==> src/rtl/wb_trace_if.sv <==
// Bus bundle for the writeback trace buffer.
// It carries the datapath result strobe on the input side and the
// valid/ready drain port on the output side.
//
// Output handshake: a head entry transfers on every rising clk edge where
// out_valid && out_ready. While out_valid=1 and out_ready=0, out_data holds
// steady. out_ready has no effect while out_valid=0. out_valid never depends
// combinationally on out_ready. The input strobe has no backpressure, so an
// entry that cannot be stored is dropped and counted.
interface wb_trace_if #(
    parameter int DW = 32
);
    logic          in_valid;
    logic [DW-1:0] in_data;
    logic          out_valid;
    logic          out_ready;
    logic [DW-1:0] out_data;

    // Environment side: the datapath drives the strobe and the sink drives ready.
    modport master (
        output in_valid,
        output in_data,
        output out_ready,
        input  out_valid,
        input  out_data
    );

    // Trace buffer side.
    modport slave (
        input  in_valid,
        input  in_data,
        input  out_ready,
        output out_valid,
        output out_data
    );
endinterface

==> src/rtl/wb_trace_buffer.sv <==
// Writeback trace buffer.
// Captures datapath result values on a strobe. When ONCHANGE is set, it keeps
// only values that differ from the last candidate. Captured values are held in
// a show-ahead FIFO that drains through a valid/ready port. The block also
// reports occupancy, a sticky overflow flag and a saturating drop counter.
module wb_trace_buffer #(
    parameter int DW       = 32,
    parameter int DEPTH    = 16,
    parameter int ONCHANGE = 1
) (
    input  logic                     clk,
    input  logic                     rst,
    input  logic                     clr,
    wb_trace_if.slave                bus,
    output logic [$clog2(DEPTH):0]   count,
    output logic                     full,
    output logic                     overflow,
    output logic [15:0]              drop_cnt
);
    localparam int AW = $clog2(DEPTH);
    localparam int CW = AW + 1;

    logic [DW-1:0] mem [DEPTH];
    logic [AW-1:0] rd_ptr;
    logic [AW-1:0] wr_ptr;
    logic [AW-1:0] rd_next;
    logic [DW-1:0] hist_data;
    logic          hist_valid;
    logic          pop;
    logic          cand;
    logic          push;
    logic          drop;

    assign bus.out_valid = (count != '0);
    assign full          = (count == CW'(DEPTH));
    assign rd_next       = rd_ptr + 1'b1;

    // A strobe in a clr cycle is discarded outright, so clr also gates candidacy.
    // pop is not gated here. The register block gives clr priority over pop.
    assign pop  = bus.out_valid && bus.out_ready;
    assign cand = bus.in_valid && !clr &&
                  ((ONCHANGE == 0) || !hist_valid || (bus.in_data != hist_data));
    assign push = cand && (!full || pop);
    assign drop = cand && full && !pop;

    // Storage array. It has no reset because only entries below count are ever visible.
    always_ff @(posedge clk) begin
        if (push) begin
            mem[wr_ptr] <= bus.in_data;
        end
    end

    // Pointers, occupancy, history, flags and the registered head entry.
    always_ff @(posedge clk or posedge rst) begin
        if (rst) begin
            rd_ptr       <= '0;
            wr_ptr       <= '0;
            count        <= '0;
            hist_data    <= '0;
            hist_valid   <= 1'b0;
            overflow     <= 1'b0;
            drop_cnt     <= '0;
            bus.out_data <= '0;
        end else if (clr) begin
            // Flush the buffer. out_data keeps its last value.
            rd_ptr     <= '0;
            wr_ptr     <= '0;
            count      <= '0;
            hist_valid <= 1'b0;
            overflow   <= 1'b0;
            drop_cnt   <= '0;
        end else begin
            if (cand) begin
                hist_data  <= bus.in_data;
                hist_valid <= 1'b1;
            end
            if (push) begin
                wr_ptr <= wr_ptr + 1'b1;
            end
            if (pop) begin
                rd_ptr <= rd_next;
            end
            case ({push, pop})
                2'b10:   count <= count + 1'b1;
                2'b01:   count <= count - 1'b1;
                default: count <= count;
            endcase
            if (drop) begin
                overflow <= 1'b1;
                if (drop_cnt != 16'hFFFF) begin
                    drop_cnt <= drop_cnt + 1'b1;
                end
            end
            // Show-ahead head. The entry after the popped one is already in the
            // array unless only one entry remains. In that case the head comes
            // from a simultaneous push, if there is one. When the buffer is full,
            // a simultaneous write lands on rd_ptr and never on rd_next, so the
            // array read below is safe.
            if (pop) begin
                if (count > CW'(1)) begin
                    bus.out_data <= mem[rd_next];
                end else if (push) begin
                    bus.out_data <= bus.in_data;
                end
            end else if (push && (count == '0)) begin
                bus.out_data <= bus.in_data;
            end
        end
    end
endmodule

==> src/flat_wrapper.sv <==
// flat-port wrapper written by rule: the top's interface ports become plain ports
module wb_trace_buffer_flat 
#(
    parameter int DW       = 32,
    parameter int DEPTH    = 16,
    parameter int ONCHANGE = 1
)
  (clk, rst, clr, count, full, overflow, drop_cnt, bus_in_valid, bus_in_data, bus_out_ready, bus_out_valid, bus_out_data);
  wb_trace_if #(.DW(DW)) bus_i ();
  input  logic clk;
  input  logic rst;
  input  logic clr;
  output logic [$clog2(DEPTH):0] count;
  output logic full;
  output logic overflow;
  output logic [15:0] drop_cnt;
  input wire logic [$bits(bus_i.in_valid)-1:0] bus_in_valid;
  input wire logic [$bits(bus_i.in_data)-1:0] bus_in_data;
  input wire logic [$bits(bus_i.out_ready)-1:0] bus_out_ready;
  output wire logic [$bits(bus_i.out_valid)-1:0] bus_out_valid;
  output wire logic [$bits(bus_i.out_data)-1:0] bus_out_data;
  assign bus_i.in_valid = bus_in_valid;
  assign bus_i.in_data = bus_in_data;
  assign bus_i.out_ready = bus_out_ready;
  assign bus_out_valid = bus_i.out_valid;
  assign bus_out_data = bus_i.out_data;
  wb_trace_buffer #(.DW(DW), .DEPTH(DEPTH), .ONCHANGE(ONCHANGE)) u_core (.clk(clk), .rst(rst), .clr(clr), .bus(bus_i), .count(count), .full(full), .overflow(overflow), .drop_cnt(drop_cnt));
endmodule
==> config.mk <==
export PLATFORM = sky130hd
export DESIGN_NAME = wb_trace_buffer_flat
export DESIGN_NICKNAME = d
export VERILOG_FILES = /design/src/rtl/wb_trace_if.sv /design/src/rtl/wb_trace_buffer.sv /design/src/flat_wrapper.sv
export SDC_FILE = /design/constraint.sdc
export NUM_CORES = 1
export LEC_CHECK = 0
export BUFFER_PORTS_ARGS = -buffer_cell sky130_fd_sc_hd__buf_2
export CAP_MARGIN = 30
export CORE_ASPECT_RATIO = 0.75
export CORE_MARGIN = 2
export CORE_UTILIZATION = 65
export CTS_BUF_LIST = sky130_fd_sc_hd__clkbuf_4
export DETAILED_ROUTE_END_ITERATION = 7
export GPL_TIMING_DRIVEN = 0
export PLACE_DENSITY = 0.83
export SLEW_MARGIN = 20
export SYNTH_ARGS = -nofsm -noshare
export SYNTH_HDL_FRONTEND = slang
export SYNTH_SLANG_ARGS = --single-unit
export TNS_END_PERCENT = 20
==> constraint.sdc <==
create_clock -name clk -period 4.2 [get_ports clk]
set_clock_uncertainty 0.05 [all_clocks]
set_input_delay 0.42 -clock clk [delete_from_list [all_inputs] [get_ports clk]]
set_output_delay 0.42 -clock clk [all_outputs]
set_load 0.03 [all_outputs]
==> summary.md <==
| Metric | Value |
|---|---|
| Status | completed |
| Layout Area Growth over Synthesis | 15.80% |
| Worst Setup Start Kind | register |
| Post-CTS setup buffers | 0 |
| Starting Density | 0.6574 |
| All-Layer GR Usage | 0.3029 |
| Largest net degree at the start of global routing | between 70 and 80 |
| Fin Setup TNS | 0 ps |
| WS Path Type | reg2reg |
| Most frequent cell after synthesis | edfxtp_1 |
| Post-synthesis async set-or-reset flop share | 0.1565 |
| Max-cap violations | 0 |
| Core area | 0.03694 mm2 |
| RSZ-0062 raised after global routing | false |
| Initial antenna violation count | 1 |
| Drt first-iter violations | 1760 |
| Die Ht | around 170 um |
| Unique cell type count in the Yosys netlist | 52 |
| Worst-path fanout max | 10 |
| Fmax | approximately 270 MHz |
| Die ar. | slightly below 0.04 mm2 |
| Hold Violations, Final | 0 |
| Clock buffer depth | 3 |
| Post-layout min period | between 3000 and 4000 ps |
| CTS Root Buffer Type | clkbuf_4 |
| Post-synth EDFFs | about 510 |
| Post-synthesis cell count | ~1200 |
| Vias | approximately 13000 |
| DP HPWL | between 30000 and 40000 um |
| Seq/Total Area, Yosys | 0.7310 |
| Post-synth top area share | 0.6331 |
| Worst-margin pin slew | about 1000 ps |
| Leakage | between 9 and 10 nW |
| Htree depth | 4 |
| Fraction of layout cells with a size suffix above 1 | 0.3758 |
| Routed WL per cell | 26.64 um |
| Num CTS Buffers | between 100 and 150 |
| Filler instances | slightly above 2000 |
| Yosys warns | 0 |
| Reg clk slew, reported paths | 80 ps |
| Vias per Instance | between 6 and 7 |
| Nets | 1530 |
| Final ANT Viol Nets | 0 |
| Clock Latency Late Sink | between 800 and 900 ps |
| #FFs+latches synth | 607 |
| Max-slew violation count | 0 |
| FF-to-FF setup slack | 540 ps |
| WL final | 56160 um |
| Die Span X | approximately 230 um |
| TritonCTS clock tree | done |
| Drt first pass iters | 6 |
| Max-slew headroom | 0.3145 |
| Setup violations, final | 0 |
| Std-Cell Rows | a little over 60 |
| GP Congestion | roughly 0.84 |
| GRT overflow | 0 |
| Final period utilization | 0.8721 |
| CP Capture Type | register |
| Global-route wire length before repair | around 83000 um |
| Syn Area/Cell | just over 20 um2 |
| DP Worst Slack | about 540 ps |
| Sink Count | 607 |
| Number of global-route vias before repair | ~14000 |
| Port-buffer cells | 91 |
| Io pins | between 90 and 100 |
| Post-CTS Resized | 0 |
| Worst vdd ir | approximately 0.39 mV |
| Synth area leaders | edfxtp_1 (63%), mux4_2 (15%), dfrtp_1 (9.8%), mux2_2 (1.5%), mux2i_1 (1.5%) |
| Critical Path RT | 4840 ps |
| Min setup slack post-route | 537.2 ps |
| Synth cell count leaders | edfxtp_1 (512), mux4_2 (160), dfrtp_1 (95) |
| Worst min path class | in2reg |
| Pwr dens | 604.6 mW/mm2 |
| Net Count, Synth | approximately 1200 |
| Main synth FF type | edfxtp_1 |
| Crit path DAT | between 4000 and 5000 ps |
| Synth area leader | edfxtp_1 |
| DRC | 0 |
| Mapped Area | roughly 0.024 mm2 |
==> stage by stage <==
stage	std cells	hold WS [ps]	utilization	area, um2	total power, mW
floorplan	1193	421.6	-	24280	10.52
global placement	1788	409.1	0.6868	25370	11.86
detailed placement	1805	343.8	0.6981	25790	12.03
CTS	2106	57.71	0.7611	28120	17.07
global route	2108	88.36	0.7613	28120	17.70
finish	2108	129.0	0.7613	28120	17.00
==> critical path, cell delays in order (launching register included) <==
cell and delay [ps]:
dfrtp_1 420, ha_1 370, clkbuf_1 580, clkbuf_1 820, mux4_2 420, mux4_2 480, mux2i_1 260, o21ai_0 110
==> final cells by class <==
class / count / area [um2] / area share
clock inverters: 49 / 346.6 / 0.01232
multi-input cells: 516 / 6220 / 0.2212
clock buffers: 216 / 1622 / 0.05766
well taps: 504 / 630.6 / 0.02242
plain buffers: 57 / 284.0 / 0.01010
repair buffers: 144 / 1209 / 0.04298
inverters: 13 / 53.80 / 0.001913
diodes: 2 / 5.005 / 0.0001780
flip-flops and latches: 607 / 17750 / 0.6312
==> cell families after synthesis <==
group,after synthesis,synth area share
and+or+nand+nor,163,0.03627
buffers and inverters,70,0.01370
muxes,231,0.1796
AOI/OAI and AO/OA,59,0.01520
xor gates and xnor gates,53,0.01911
DFF,607,0.7310
adders and majority gates,10,0.005152
==> power by group <==
part           internal, mW  switching (mW)  leakage (nW)
Clock                  2.73            2.31          1.18
Sequential             6.80           0.174          5.81
Combinational          2.20            2.78          2.83
==> worst paths after layout <==
check,from,to,depth (start not counted)
worst max-delay path,u_core.rd_ptr[1]$_DFFE_PP0P_,u_core.bus.out_data[4]$_DFFE_PP0P_,7
worst min register to register,u_core.bus.out_data[28]$_DFFE_PP0P_,u_core.bus.out_data[28]$_DFFE_PP0P_,2
max in group asynchronous,rst,u_core.hist_data[27]$_DFFE_PP0P_,5
worst min-delay path,bus_out_ready,u_core.rd_ptr[1]$_DFFE_PP0P_,4
worst max register to register,u_core.rd_ptr[1]$_DFFE_PP0P_,u_core.bus.out_data[4]$_DFFE_PP0P_,7
min in group asynchronous,rst,u_core.bus.out_data[1]$_DFFE_PP0P_,4
==> registers in the layout, summed over array words and instances, names as in the netlist <==
register,cells
u_core.overflow,1
u_core.drop_cnt,16
u_core.bus.out_data,32
u_core.hist_valid,1
u_core.count,5
u_core.mem,512
u_core.hist_data,32
u_core.wr_ptr,4
u_core.rd_ptr,4
==> routing by layer <==
layer / global-route usage / vias to the layer above / wire, um
met5: 0 / - / 0
met4: 0.09577 / 0 / 1224
met3: 0.07499 / 100 / 5584
met2: 0.4687 / 842 / 26980
met1: 0.4360 / 6870 / 22370
li1: - / 5544 / -
==> placed cells by master (no fill, tap or decap), drive strengths merged, types with 3 or more instances in the layout <==
master	instances
a21oi	6
a31o	3
a31oi	3
and2	14
and3	4
and4	6
buf	145
bufinv	6
clkbuf	236
clkinv	36
dfrtp	95
dlygate4sd3	36
edfxtp	512
ha	10
inv	20
mux2	34
mux2i	37
mux4	160
nand2	55
nand3	14
nand4	8
nor2	29
nor3	10
nor4	12
nor4b	5
o21ai	38
xnor2	24
xor2	29
==> what timing repair did <==
item	CTS	global route
setup endpoints to repair	0	0
hold buffers	36	0
hold endpoints to repair	618	0
Power figures use the tool's default switching activity.
